<file path="config.mk">
export PLATFORM = sky130hd
export DESIGN_NAME = int_to_float
export DESIGN_NICKNAME = d
export VERILOG_FILES = /design/src/rtl/int_to_float_pkg.sv /design/src/rtl/int_to_float_rne_round.sv /design/src/rtl/int_to_float.sv
export SDC_FILE = /design/constraint.sdc
export NUM_CORES = 1
export LEC_CHECK = 0
export CORE_MARGIN = 2
export CORE_UTILIZATION = 58
export DETAILED_ROUTE_END_ITERATION = 8
export GPL_TIMING_DRIVEN = 0
export PLACE_DENSITY = 0.86
export SYNTH_ARGS = -nofsm -noshare
export SYNTH_HDL_FRONTEND = slang
export SYNTH_SLANG_ARGS = --single-unit
</file>
<file path="constraint.sdc">
create_clock -name clk -period 4.1 [get_ports clk]
set_clock_uncertainty 0.1 [all_clocks]
set_input_delay 0.41 -clock clk [delete_from_list [all_inputs] [get_ports clk]]
set_output_delay 0.41 -clock clk [all_outputs]
set_load 0.005 [all_outputs]
</file>
<file path="src/rtl/int_to_float_pkg.sv">
// Shared definitions for the integer-to-float converter and the float datapath
// it feeds: state encoding, exponent constants and IEEE754 field widths.
package int_to_float_pkg;

  typedef enum logic [1:0] {
    ST_IDLE  = 2'b00,
    ST_NORM  = 2'b01,
    ST_ROUND = 2'b10
  } state_t;

  localparam int SIGN_W = 1;
  localparam int EXP_W  = 8;
  localparam int MANT_W = 23;

  localparam logic [EXP_W-1:0] EXP_BIAS      = 8'd127;
  // Exponent of a 32-bit magnitude whose MSB sits at bit 31.
  localparam logic [EXP_W-1:0] EXP_INT32_TOP = EXP_BIAS + 8'd31;

endpackage

</file>
<file path="src/rtl/int_to_float_rne_round.sv">
// Round-to-nearest-even of a normalized 32-bit magnitude (MSB at bit 31)
// down to a 23-bit fraction, bumping the exponent on mantissa carry-out.
module rne_round
  import int_to_float_pkg::*;
(
  input  logic [31:0]       mag,
  input  logic [EXP_W-1:0]  biased_exp,
  output logic [MANT_W-1:0] mant,
  output logic [EXP_W-1:0]  round_exp
);

  logic        lsb;
  logic        guard;
  logic        sticky;
  logic        round_up;
  logic [23:0] m24;

  assign lsb      = mag[8];
  assign guard    = mag[7];
  assign sticky   = |mag[6:0];
  assign round_up = guard & (sticky | lsb);

  // Sum includes the hidden bit; with a normalized input a carry-out of the
  // fraction wraps the hidden bit to 0, which is the exponent-bump condition.
  assign m24       = mag[31:8] + {23'd0, round_up};
  assign mant      = m24[MANT_W-1:0];
  assign round_exp = biased_exp + {{(EXP_W-1){1'b0}}, ~m24[23]};

endmodule

</file>
<file path="src/rtl/int_to_float.sv">
// Multi-cycle 32-bit integer to IEEE754 single converter: one-bit-per-cycle
// normalization followed by a single round-to-nearest-even step.
module int_to_float
  import int_to_float_pkg::*;
#(
  parameter logic SIGNED = 1'b1
) (
  input  logic        clk,
  input  logic        rst,
  input  logic        start,
  input  logic [31:0] A,
  output logic        busy,
  output logic        valid,
  output logic [31:0] result
);

  state_t            state_reg, state_next;
  logic [31:0]       mag_reg, mag_next;
  logic [EXP_W-1:0]  exp_reg, exp_next;
  logic              sign_reg, sign_next;
  logic              valid_reg, valid_next;
  logic [31:0]       result_reg, result_next;

  logic              in_sign;
  logic [31:0]       in_mag;
  logic [MANT_W-1:0] rnd_mant;
  logic [EXP_W-1:0]  rnd_exp;

  // Two's-complement negation in 32 bits: -2^31 maps onto 0x80000000.
  assign in_sign = SIGNED & A[31];
  assign in_mag  = in_sign ? (~A + 32'd1) : A;

  rne_round u_rne_round (
    .mag        (mag_reg),
    .biased_exp (exp_reg),
    .mant       (rnd_mant),
    .round_exp  (rnd_exp)
  );

  always_comb begin
    state_next  = state_reg;
    mag_next    = mag_reg;
    exp_next    = exp_reg;
    sign_next   = sign_reg;
    valid_next  = 1'b0;
    result_next = result_reg;
    case (state_reg)
      ST_IDLE: begin
        if (start) begin
          if (A == 32'd0) begin
            result_next = 32'd0;
            valid_next  = 1'b1;
          end else begin
            sign_next  = in_sign;
            mag_next   = in_mag;
            exp_next   = EXP_INT32_TOP;
            // The MSB test looks at the value being loaded, so an already
            // normalized magnitude spends no cycle in NORM.
            state_next = in_mag[31] ? ST_ROUND : ST_NORM;
          end
        end
      end
      ST_NORM: begin
        mag_next = mag_reg << 1;
        exp_next = exp_reg - 8'd1;
        if (mag_reg[30]) begin
          state_next = ST_ROUND;
        end
      end
      ST_ROUND: begin
        result_next = {sign_reg, rnd_exp, rnd_mant};
        valid_next  = 1'b1;
        state_next  = ST_IDLE;
      end
      default: begin
        state_next = ST_IDLE;
      end
    endcase
  end

  always_ff @(posedge clk) begin
    if (rst) begin
      state_reg  <= ST_IDLE;
      mag_reg    <= 32'd0;
      exp_reg    <= '0;
      sign_reg   <= 1'b0;
      valid_reg  <= 1'b0;
      result_reg <= 32'd0;
    end else begin
      state_reg  <= state_next;
      mag_reg    <= mag_next;
      exp_reg    <= exp_next;
      sign_reg   <= sign_next;
      valid_reg  <= valid_next;
      result_reg <= result_next;
    end
  end

  assign busy   = (state_reg != ST_IDLE);
  assign valid  = valid_reg;
  assign result = result_reg;

endmodule

</file>
**Yosys cells after proc, flatten, opt, wreduce, memory -nomap -nowiden**

Cells that the tools add are included.

- Flip-flop bits (word level): 76
- Latch bits: 0
- Memory bits (writable): 0
- Bits in read-only memories: 0
- Bits of input ports: 35
- Logic and storage cells: 49
- Memories: 0

- Add/sub/neg operators: 4
- Multiply operators: 0
- Divide/modulo/power cells: 0
- Order comparisons: 0
- Equal/unequal tests: 6
- Shift operators: 0
- Mux-type cells: 18
- Bitwise logic cells: 5
- Reduce and logical (&&, ||, !) cells: 10

Operators with widths:

| cell | number |
|---|---|
| 32-bit two-way mux | 5 |
| 32-bit one-hot mux with 2 select lines | 2 |
| 32-bit by 1-bit adder with 32-bit output (second input constant) | 1 |
| 32-bit zero test | 1 |
| 32-bit NOT | 1 |
| 24-bit by 1-bit adder with 24-bit output | 1 |
| 8-bit two-way mux | 2 |
| 8-bit one-hot mux with 2 select lines | 1 |
| 3-bit AND reduction | 4 |
| 8-bit by 1-bit adder with 8-bit output | 1 |
| 2-bit two-way mux | 4 |
| 2-bit != test (second input constant) | 4 |
| 8-bit by 1-bit subtractor with 8-bit output (second input constant) | 1 |
| 7-bit OR reduction | 1 |
| 2-bit nonzero test | 3 |
| 2-bit one-hot mux with 2 select lines | 1 |
| 2-bit by 1-bit == test with 1-bit output (second input constant) | 1 |
| 2-bit == test (second input constant) | 1 |
| 2-bit zero test | 1 |
| 1-bit two-way mux | 2 |
| 1-bit NOT | 2 |
| 1-bit one-hot mux with 2 select lines | 1 |
| 1-bit AND | 1 |
| 1-bit bitwise OR | 1 |

**Logic depth before layout (Yosys ltp)**

Gate-level depths: netlist (run 1).

- Depth in word-level cells: 7
- Gate-level depth with buffers: 12
- Gate-level depth less buffers: 11

**By module**

From an unflattened synthesis (run 1), not the netlist that was laid out.

- Cells, all modules: 496
- Area, all modules: 4,275.4 um2

By module, submodules not included:

| module | instances | cells an instance | area each (um2) | sequential area each (um2) |
|---|---|---|---|---|
| int_to_float | 1 | 411 | 3,651.0 | 1,521.5 |
| rne_round | 1 | 85 | 624.3 | 0.0 |

**Worst setup path after synthesis (run 1)**

Ideal clock, no wire load.

- Path kind: input-to-reg
- Start: input port A[1]
- End: register mag_reg[29]
- Library setup time: 0.070 ns
- Arrival time: 2.611 ns
- Data required time: 3.930 ns
- Slack: 1.319 ns
- Cell stages on the path: 11
- Buffers on the path: 3
- Path through: inv_1 ha_1 or4b_1 clkbuf_1 or3_1 or4_4 o21ai_2 buf_6 buf_8 nand2_2 a21oi_2

- Longest elaborated chain between the ends: 6

RTL lines:

| what | RTL line | source |
|---|---|---|
| start, declared | int_to_float.sv:11 | `input logic [31:0] A,` |
| 32-bit NOT | int_to_float.sv:31 | `assign in_mag = in_sign ? (~A + 32'd1) : A;` |
| 32-bit by 1-bit adder with 32-bit output | int_to_float.sv:31 |  |
| 32-bit two-way mux | int_to_float.sv:31 |  |
| 32-bit two-way mux | int_to_float.sv:50 | `if (A == 32'd0) begin` |
| 32-bit two-way mux | int_to_float.sv:49 | `if (start) begin` |
| 32-bit one-hot mux with 2 select lines | int_to_float.sv:47 | `case (state_reg)` |
| end signal, assigned | int_to_float.sv:91 | `mag_reg <= mag_next;` |
| end, declared | int_to_float.sv:18 | `logic [31:0] mag_reg, mag_next;` |

Parallel ways exist; a longest one is shown, timed or not. The select of a mux whose other input is x is not followed.
A chain may end at the register's enable or synchronous reset.

**Worst setup path in the final report (run 1)**

- Start: input port A[0]
- End: register result_reg[1], in the netlist result[1]

- Longest elaborated chain between the ends: 3

RTL lines:

| what | RTL line | source |
|---|---|---|
| 32-bit zero test | int_to_float.sv:50 |  |
| 2-bit != test (no source line) | n/a |  |
| 3-bit AND reduction (no source line) | n/a |  |
| end signal, assigned | int_to_float.sv:95 | `result_reg <= result_next;` |
| end, declared | int_to_float.sv:22 | `logic [31:0] result_reg, result_next;` |

No other way between the ends.

==> results.cfg, run 1 <==
[power]
p_sw_uw = 655.2
power_mw = 2.100
p_clk_share_pct = 33.9
internal_power_mw = 1.444
peakVddDrop_uv = 239.8
leakage_nw = 1.921
p_sw_share_pct = 31.21
p_seq_share_pct = 41.9
pwr-share-comb_pct = 24.2
p_per_area_mw_per_mm2 = 399.0

[synth]
synthArstFlopShare_pct = 0
syn-num-nets = 536
ys_types = 53
yosysSeqAreaShare_pct = 35.99
synthCells = 496
avgSynthCellArea_um2 = 8.524
ys.flop_type = dfxtp_1
synth_area_mm2 = 0.004228
synth_edf_count = 0
synth_seq_cells = 76
synth-warning-count = 0

[clock_network]
cts_tree = yes
clock-sinks = 76
htreeDepth = 3
postCtsSetupBuffers = 0
cts.clk_slew.worst_paths_ns = 0.08
clk_latency_ns = 0.35
cts_resized = 0
numCtsBuffers = 9
ctsHoldBuffers = 0
cts_max_path_buffers = 2
cts-root-buf = clkbuf_8

[global_route]
track_usage_pct = 29.66
grt_pass1_wl_um = 18020
grt_max_degree = 14
overflow = 0
antenna_found_initial = 0
first_global_vias = 3750

[sta]
rsz0062_at_grt = false
worst_slew_pin_slew_ns = 0.6567
setup_viol = 0
max_slew_margin_pct = 56.06
hold_ws_ns = 0.3801
period_minus_slack_ns = 3.370
final-hold-violation-count = 0
fmax_mhz = 296.7
slew_violations = 0
finalSetupTns_ns = 0
finalCritPeriodShare_pct = 82.19

[routing]
num_vias = 4132
drc = 0
routedWlPerCell_um = 17.05
ant_nets = 0
dr.pass1.iters = 5
wirelength_um = 11550
first_iter_violations = 324
via_per_inst = 6.103

[critical_path]
startpoint_type = primary input
arrival_ns = 3.52
path_buf_inv = 4
path_common_cell = clkbuf_1
rr_worst_depth = 12
worstSetupPathDepth = 11
crit_start = A[0]
max_stage_delay_ns = 0.46
endpoint_kind = flip-flop
cp_slowest_cell = clkdlybuf4s50_1
crit_path_end = result[1]
r2r_slack_ns = 1.29
worst-path-max-fanout = 10
crit_family = simple AND/OR/NAND/NOR gates
required_ns = 4.25
rr_startpoint = mag_reg[13]
r2r_end = result[28]
crit_chain = clkdlybuf4s50_1, inv_1, ha_1, or4b_1, clkbuf_1, or3_1, nor4_4, a21o_1, a21oi_1, clkbuf_1, a22o_1
critPathKind = primary input to flip-flop

[finish]
fill_cells = 589
antennaDiodeCount = 0
areaGrowthSynthToFinish_pct = 24.45
final-instance-count-excl-fill = 677
drive_above_1_share_pct = 8.131
fin_nets = 613

[hold_path]
min_path_type = flip-flop to flip-flop

[status]
status = finished, final reports clean

[run]
drv_cap = 0

[floorplanning]
start_util_pct = 59.24
core.rowCount = 31
die_area_mm2 = 0.007988
core_mm2 = 0.007137
die_height_um = 89.38
die_x_um = 89.38
ioPinCount = 69

[place]
hpwl_um = 8547
routabilityCongestion = 0.9225
dpl.cell_count = 661
portBuffers = 66
-- per-layer routing --
metal  vias to the layer above  wire length, µm  track usage [%]
met5                         -                0                0
met4                         0              263            11.67
met3                        28              874            7.018
met2                       226             5349            48.69
met1                      1916             5058            37.62
li1                       1962                -                -
-- cells in the mapped netlist, drive strengths merged (8+ instances only) --
master	instances	area [µm²]
inv	14	52.55
nand2	47	196.4
nor3	13	65.06
dfxtp	76	1521
xor2	38	332.8
a22o	28	245.2
nor2	30	112.6
o21ai	23	118.9
a31oi	8	50.05
nand3	19	95.09
and3	8	50.05
xnor2	23	201.4
clkbuf	32	120.1
o41ai	9	78.83
o31ai	8	60.06
o211ai	13	97.59
a21oi	28	173.9
-- area by class of cell --
type                    count  area [µm²]  share of cell area (%)
plain buffers              37       170.2                   3.234
clock buffers              11       141.4                   2.687
clock inverters             5       107.6                   2.045
inverters                  14       52.55                  0.9988
multi-input cells         369        2484                   47.21
flip-flops and latches     76        1521                   28.92
well taps                  99       123.9                   2.354
repair buffers             66       660.6                   12.56
-- cells by family after synthesis --
group,synth area share [%]
buffers and inverters,5.268
muxes,0.2663
and+or+nand+nor,19.00
DFF,35.99
xor gates and xnor gates,12.64
adders and majority gates,1.480
AOI/OAI and AO/OA,25.36
-- power by group through the flow --
| stage | sequential [mW] | combinational, mW | clock, mW |
|---|---|---|---|
| after floorplan | 0.875 | 0.337 | 0 |
| after detailed placement | 0.894 | 0.491 | 0 |
| after global placement | 0.892 | 0.481 | 0 |
| after CTS | 0.877 | 0.497 | 0.717 |
| after global routing | 0.889 | 0.551 | 0.753 |
| final | 0.880 | 0.507 | 0.713 |
-- cells in the final DEF (no fill, tap or decap), types with 7 or more instances in the layout --
cell type	count
o211ai_1	13
a211o_1	7
and3_1	8
xor2_1	38
xnor2_1	23
a21oi_2	9
o31ai_1	8
nand3_1	19
o41ai_1	9
dfxtp_1	76
nand2_2	8
nor3_1	13
clkbuf_1	33
inv_1	14
clkbuf_8	10
a21oi_1	19
a22o_1	28
o21ai_0	22
a31oi_1	8
nand2_1	39
nor2_1	30
clkdlybuf4s50_1	66
-- per-stage QoR --
step                      util, %  worst slack, ns  cell area (µm²)
after CTS                   73.72           0.7730             5261
after global routing        73.72           0.5549             5261
final                       73.72           0.7301             5261
after detailed placement    70.23           0.4373             5012
after global placement      70.23           0.4907             5012
after floorplan                 -            1.319             4228
-- worst min path at each step --
| stage | start | to | cells after the start | slack [ns] |
|---|---|---|---|---|
| after floorplan | sign_reg | sign_reg | 2 | 0.34 |
| after global placement | result[17] | result[17] | 1 | 0.35 |
| after detailed placement | sign_reg | sign_reg | 2 | 0.36 |
| after CTS | sign_reg | sign_reg | 2 | 0.38 |
| after global routing | result[17] | result[17] | 1 | 0.39 |
| final | result[8] | result[8] | 1 | 0.38 |
Power figures use the tool's default switching activity.
==> run 2: changes to the inputs <==
--- a/config.mk
+++ b/config.mk
@@ -6,10 +6,10 @@
 export NUM_CORES = 1
 export LEC_CHECK = 0
 export CORE_MARGIN = 2
-export CORE_UTILIZATION = 58
+export CORE_UTILIZATION = 49
 export DETAILED_ROUTE_END_ITERATION = 8
 export GPL_TIMING_DRIVEN = 0
-export PLACE_DENSITY = 0.86
+export PLACE_DENSITY = 0.77
 export SYNTH_ARGS = -nofsm -noshare
 export SYNTH_HDL_FRONTEND = slang
 export SYNTH_SLANG_ARGS = --single-unit
==> constraint.sdc (replaced) <==
create_clock -name clk -period 2.7 [get_ports clk]
set_clock_uncertainty 0.1 [all_clocks]
set_input_delay 0.27 -clock clk [delete_from_list [all_inputs] [get_ports clk]]
set_output_delay 0.27 -clock clk [all_outputs]
set_load 0.005 [all_outputs]
==> run 2 against run 1 <==
Sequential share of layout area down 1.9 points. Hold slack lost 0.17 ns. Via count up 3.5%. Global-route usage decreased by 3.2 points. Routed wire length increased by 10%. Non-clock buffer count up 22. Cell area up 7.1%. Worst setup slack worse by 0.69 ns. Register-to-register slack got worse by 1.1 ns. Critical endpoint is now mag_reg[16].
==> results.cfg, run 2 (synthesis results as in run 1) <==
[run]
drv_cap = 0

[critical_path]
worst-path-max-fanout = 6
required_ns = 2.81
startpoint_type = primary input
endpoint_kind = flip-flop
crit_chain = clkdlybuf4s15_1, inv_2, ha_2, or4b_4, or3_4, or4_4, o21ai_2, buf_6, buf_12, buf_4, a211o_1, a21oi_1
critPathKind = primary input to flip-flop
path_buf_inv = 5
cp_slowest_cell = or4_4
max_stage_delay_ns = 0.52
crit_family = simple AND/OR/NAND/NOR gates
arrival_ns = 2.77

[routing]
drc = 0
num_vias = 4276
routedWlPerCell_um = 18.08
wirelength_um = 12740
via_per_inst = 6.065
dr.pass1.iters = 8
ant_nets = 0
first_iter_violations = 359

[clock_network]
ctsHoldBuffers = 0
numCtsBuffers = 9
clk_latency_ns = 0.35
clock-sinks = 76
cts-root-buf = clkbuf_8
htreeDepth = 3
cts_max_path_buffers = 2
cts_tree = yes
cts.clk_slew.worst_paths_ns = 0.09

[place]
portBuffers = 66
routabilityCongestion = 0.9978
placed_area_mm2 = 0.005020
hpwl_um = 8497

[floorplanning]
core.rowCount = 33
die_x_um = 96.89
start_util_pct = 50.94
core_mm2 = 0.008299
ioPinCount = 69
die_area_mm2 = 0.009387
die_height_um = 96.89

[sta]
worst_slew_pin_slew_ns = 0.8093
setup_viol = 0
fmax_mhz = 376.4
period_minus_slack_ns = 2.657
hold_ws_ns = 0.2103
finalCritPeriodShare_pct = 98.40
final-hold-violation-count = 0
max_slew_margin_pct = 45.73
slew_violations = 0

[finish]
layout_common_cells = dfxtp_1, clkdlybuf4s50_1, nand2_1, xor2_1, a22o_1
mostFrequentLayoutCell = dfxtp_1
design_area_mm2 = 0.005637
antennaDiodeCount = 0
drive_above_1_share_pct = 16.83
fill_cells = 688
areaGrowthSynthToFinish_pct = 33.32
fin_nets = 635

[power]
p_per_area_mw_per_mm2 = 557.6
peakVddDrop_uv = 244.8
leakage_nw = 2.155
power_mw = 3.143

[status]
status = finished, final reports clean

[global_route]
track_usage_pct = 26.46
grt_pass1_wl_um = 20050
overflow = 0
grt_max_degree = 15
first_global_vias = 4025
antenna_found_initial = 0

[hold_path]
min_path_type = primary input to flip-flop
## run 2: changes by cell type in the layout (fill, tap and decap cells not counted), moves of 3 or more
cell	change
buf_12	+3
buf_4	+19
buf_6	+3
clkbuf_1	-8
clkdlybuf4s50_1	-16
dlygate4sd2_1	+5
dlymetal6s2s_1	+8
nor2_1	-3
or3_1	-3
or3_4	+3
## run 2: worst paths after layout
path | startpoint | slack, ns | cells past startpoint | to
worst max-delay path | A[1] | 0.04 | 12 | mag_reg[16]
worst min-delay path | A[0] | 0.21 | 3 | mag_reg[0]
worst max register to register | mag_reg[8] | 0.17 | 11 | result[28]
worst min register to register | sign_reg | 0.36 | 2 | sign_reg
## run 2: stage by stage
| step | worst slack, ns | utilization, % | TNS [ns] | cells |
|---|---|---|---|---|
| 2_1_floorplan | 0.05923 | - | 0 | 496 |
| 3_3_place_gp | -0.8229 | 60.49 | -48.47 | 667 |
| 3_5_place_dp | -0.8722 | 60.49 | -52.24 | 667 |
| 4_1_cts | 0.0007707 | 66.68 | 0 | 702 |
| 5_1_grt | -0.01205 | 67.92 | -0.01205 | 705 |
| 6_report | 0.04314 | 67.92 | 0 | 705 |
## run 2: worst min-delay path: cells and delay by family
kind / cells / cell delay (ns)
buffers and inverters: 1 / 0.21
AO/OA/AOI/OAI: 1 / 0.07
AND/OR/NAND/NOR: 1 / 0.08
## run 2: what timing repair did
item	4_1_cts	5_1_grt
gates resized for setup	43	31
pin swaps	12	11
endpoints found under the setup margin	70	68
endpoints found under the hold margin	0	0
gates cloned	4	0
buffers inserted	17	4
## run 2: final cells by class
| cell class | count | area, µm² | share of cell area (%) |
|---|---|---|---|
| Buffer | 34 | 200.2 | 3.552 |
| Clock buffer | 10 | 137.6 | 2.442 |
| Clock inverter | 6 | 71.32 | 1.265 |
| Inverter | 14 | 52.55 | 0.9323 |
| Multi-Input combinational cell | 369 | 2595 | 46.04 |
| Sequential cell | 76 | 1524 | 27.04 |
| Tap cell | 105 | 131.4 | 2.331 |
| Timing Repair Buffer | 91 | 924.6 | 16.40 |
## run 2: metal layers
metal  up-vias  wire, µm  GRT usage, %
met1      1997      5286         34.45
met2       239      6084         42.74
li1       2002         -             -
met5         -         0             0
met3        38       992         4.263
met4         0       380         12.68
## run 2: power by group
group          leakage, nW  internal (mW)  switching, mW
combinational         1.43          0.388          0.471
sequential           0.622           1.23          0.117
clock               0.0995          0.461          0.480
==> run 3: changes to the inputs <==
--- a/config.mk
+++ b/config.mk
@@ -6,10 +6,10 @@
 export NUM_CORES = 1
 export LEC_CHECK = 0
 export CORE_MARGIN = 2
-export CORE_UTILIZATION = 49
+export CORE_UTILIZATION = 58
 export DETAILED_ROUTE_END_ITERATION = 8
 export GPL_TIMING_DRIVEN = 0
-export PLACE_DENSITY = 0.77
+export PLACE_DENSITY = 0.86
 export SYNTH_ARGS = -nofsm -noshare
 export SYNTH_HDL_FRONTEND = slang
 export SYNTH_SLANG_ARGS = --single-unit
==> constraint.sdc (replaced) <==
create_clock -name clk -period 3.22 [get_ports clk]
set_clock_uncertainty 0.1 [all_clocks]
set_input_delay 0.322 -clock clk [delete_from_list [all_inputs] [get_ports clk]]
set_output_delay 0.322 -clock clk [all_outputs]
set_load 0.005 [all_outputs]
==> run 3 against run 2 <==
Worst setup slack gained 0.041 ns. Sequential cell count is the same. Routed wire length shrank 9.8%. First-iteration DRC count shrank 11%. Cell area shrank 6.2%. Power shrank 15%. Die area shrank 15%. Clock power shrank 3.1%. Combinational power shrank 24%. Via count shrank 4.3%. Clock-buffer cell count grew 1. Critical path depth shrank 4. Critical path type unchanged. Largest cell class unchanged.
==> results.cfg, run 3 (synthesis results as in run 1) <==
[status]
status = finished, final reports clean

[routing]
num_vias = 4092
ant_nets = 0
first_iter_violations = 321
drc = 0
via_per_inst = 6.044
routedWlPerCell_um = 16.99
wirelength_um = 11500
dr.pass1.iters = 5

[clock_network]
cts-root-buf = clkbuf_8
ctsHoldBuffers = 0
clk_latency_ns = 0.36
numCtsBuffers = 9
cts.clk_slew.worst_paths_ns = 0.08
cts_tree = yes
cts_max_path_buffers = 2
htreeDepth = 3
clock-sinks = 76

[finish]
drive_above_1_share_pct = 9.343
areaGrowthSynthToFinish_pct = 25.04
antennaDiodeCount = 0
fin_nets = 613
final-instance-count-excl-fill = 677
final_core_util_pct = 74.07
layout_common_cells = dfxtp_1, clkdlybuf4s50_1, nand2_1, xor2_1, nor2_1
design_area_mm2 = 0.005286
mostFrequentLayoutCell = dfxtp_1

[critical_path]
max_stage_delay_ns = 0.66
arrival_ns = 3.32
crit_chain = clkdlybuf4s50_1, nor4_1, nand3_1, or4_4, o21ai_2, buf_2, a22oi_1, o22ai_1
endpoint_kind = flip-flop
cp_slowest_cell = or4_4
required_ns = 3.40
critPathKind = primary input to flip-flop
worst-path-max-fanout = 10
startpoint_type = primary input

[global_route]
overflow = 0
first_global_vias = 3754
grt_max_degree = 14
grt_pass1_wl_um = 18030
antenna_found_initial = 0
track_usage_pct = 29.66

[hold_path]
min_path_type = flip-flop to flip-flop

[sta]
setup_viol = 0
finalCritPeriodShare_pct = 97.40
max_slew_margin_pct = 54.28
slew_violations = 0
worst_slew_pin_slew_ns = 0.6833
fmax_mhz = 318.9
final-hold-violation-count = 0
period_minus_slack_ns = 3.136
hold_ws_ns = 0.3765

[run]
drv_cap = 0

[floorplanning]
die_area_mm2 = 0.007988
die_x_um = 89.38
core_mm2 = 0.007137
die_height_um = 89.38
start_util_pct = 59.24
ioPinCount = 69
core.rowCount = 31

[place]
dpl.cell_count = 661
placed_area_mm2 = 0.005012
routabilityCongestion = 0.9225
portBuffers = 66
hpwl_um = 8547

[power]
leakage_nw = 1.944
power_mw = 2.681
p_per_area_mw_per_mm2 = 507.2
peakVddDrop_uv = 288.5
run 3: cell types whose count changed in the layout (fill, tap and decap cells not counted), moves of 3 or more:
| cell | delta |
|---|---|
| buf_4 | -16 |
| clkdlybuf4s50_1 | +16 |
| dlymetal6s2s_1 | -8 |
| dlygate4sd2_1 | -5 |
| buf_12 | -3 |
| buf_6 | -3 |
| nor2_1 | +3 |
run 3: worst paths after layout:
path                from          end  slack, ns  cells past startpoint
min reg2reg     sign_reg     sign_reg       0.38                      2
max                A[14]  mag_reg[25]       0.08                      8
max reg2reg  mag_reg[13]   result[29]       0.42                     12
min             sign_reg     sign_reg       0.38                      2
run 3: what timing repair did:
action / in CTS / in global routing
resized for setup: 1 / 19
hold endpoints to repair: 0 / 0
setup endpoints to repair: 10 / 50
pin swaps: 0 / 2
setup buffers: 0 / 1
run 3: final cells by class:
type / instances / area (µm²)
Timing Repair Buffer: 67 / 668.1
Inverter: 14 / 52.55
Clock buffer: 11 / 141.4
Sequential cell: 76 / 1521
Fill cell: 595 / 1851
Buffer: 36 / 182.7
Multi-Input combinational cell: 369 / 2489
Tap cell: 99 / 123.9
Clock inverter: 5 / 107.6
run 3: metrics by stage:
| step | setup slack (ns) | setup TNS [ns] |
|---|---|---|
| 6_report | 0.08380 | 0 |
| 5_1_grt | -0.01222 | -0.03290 |
| 4_1_cts | 0.02202 | 0 |
| 3_5_place_dp | -0.3547 | -16.77 |
| 3_3_place_gp | -0.3013 | -13.64 |
| 2_1_floorplan | 0.5272 | 0 |
run 3: report_power, final:
group          internal (mW)  total (mW)  switching, mW
Clock                  0.541       0.912          0.371
Sequential              1.03        1.12         0.0925
Combinational          0.275       0.650          0.375
run 3: metal layers:
layer,global-route usage [%],wire length [µm],vias up
met3,7.018,775,37
met5,0,0,-
met1,37.62,5064,1905
li1,-,-,1966
met4,11.53,301,0
met2,48.75,5356,184
run 3: critical path, delay by kind of cell:
| kind | cells | cell delay (ns) |
|---|---|---|
| AOI/OAI and AO/OA | 3 | 0.43 |
| and+or+nand+nor | 3 | 1.75 |
| buffers and inverters | 2 | 0.79 |
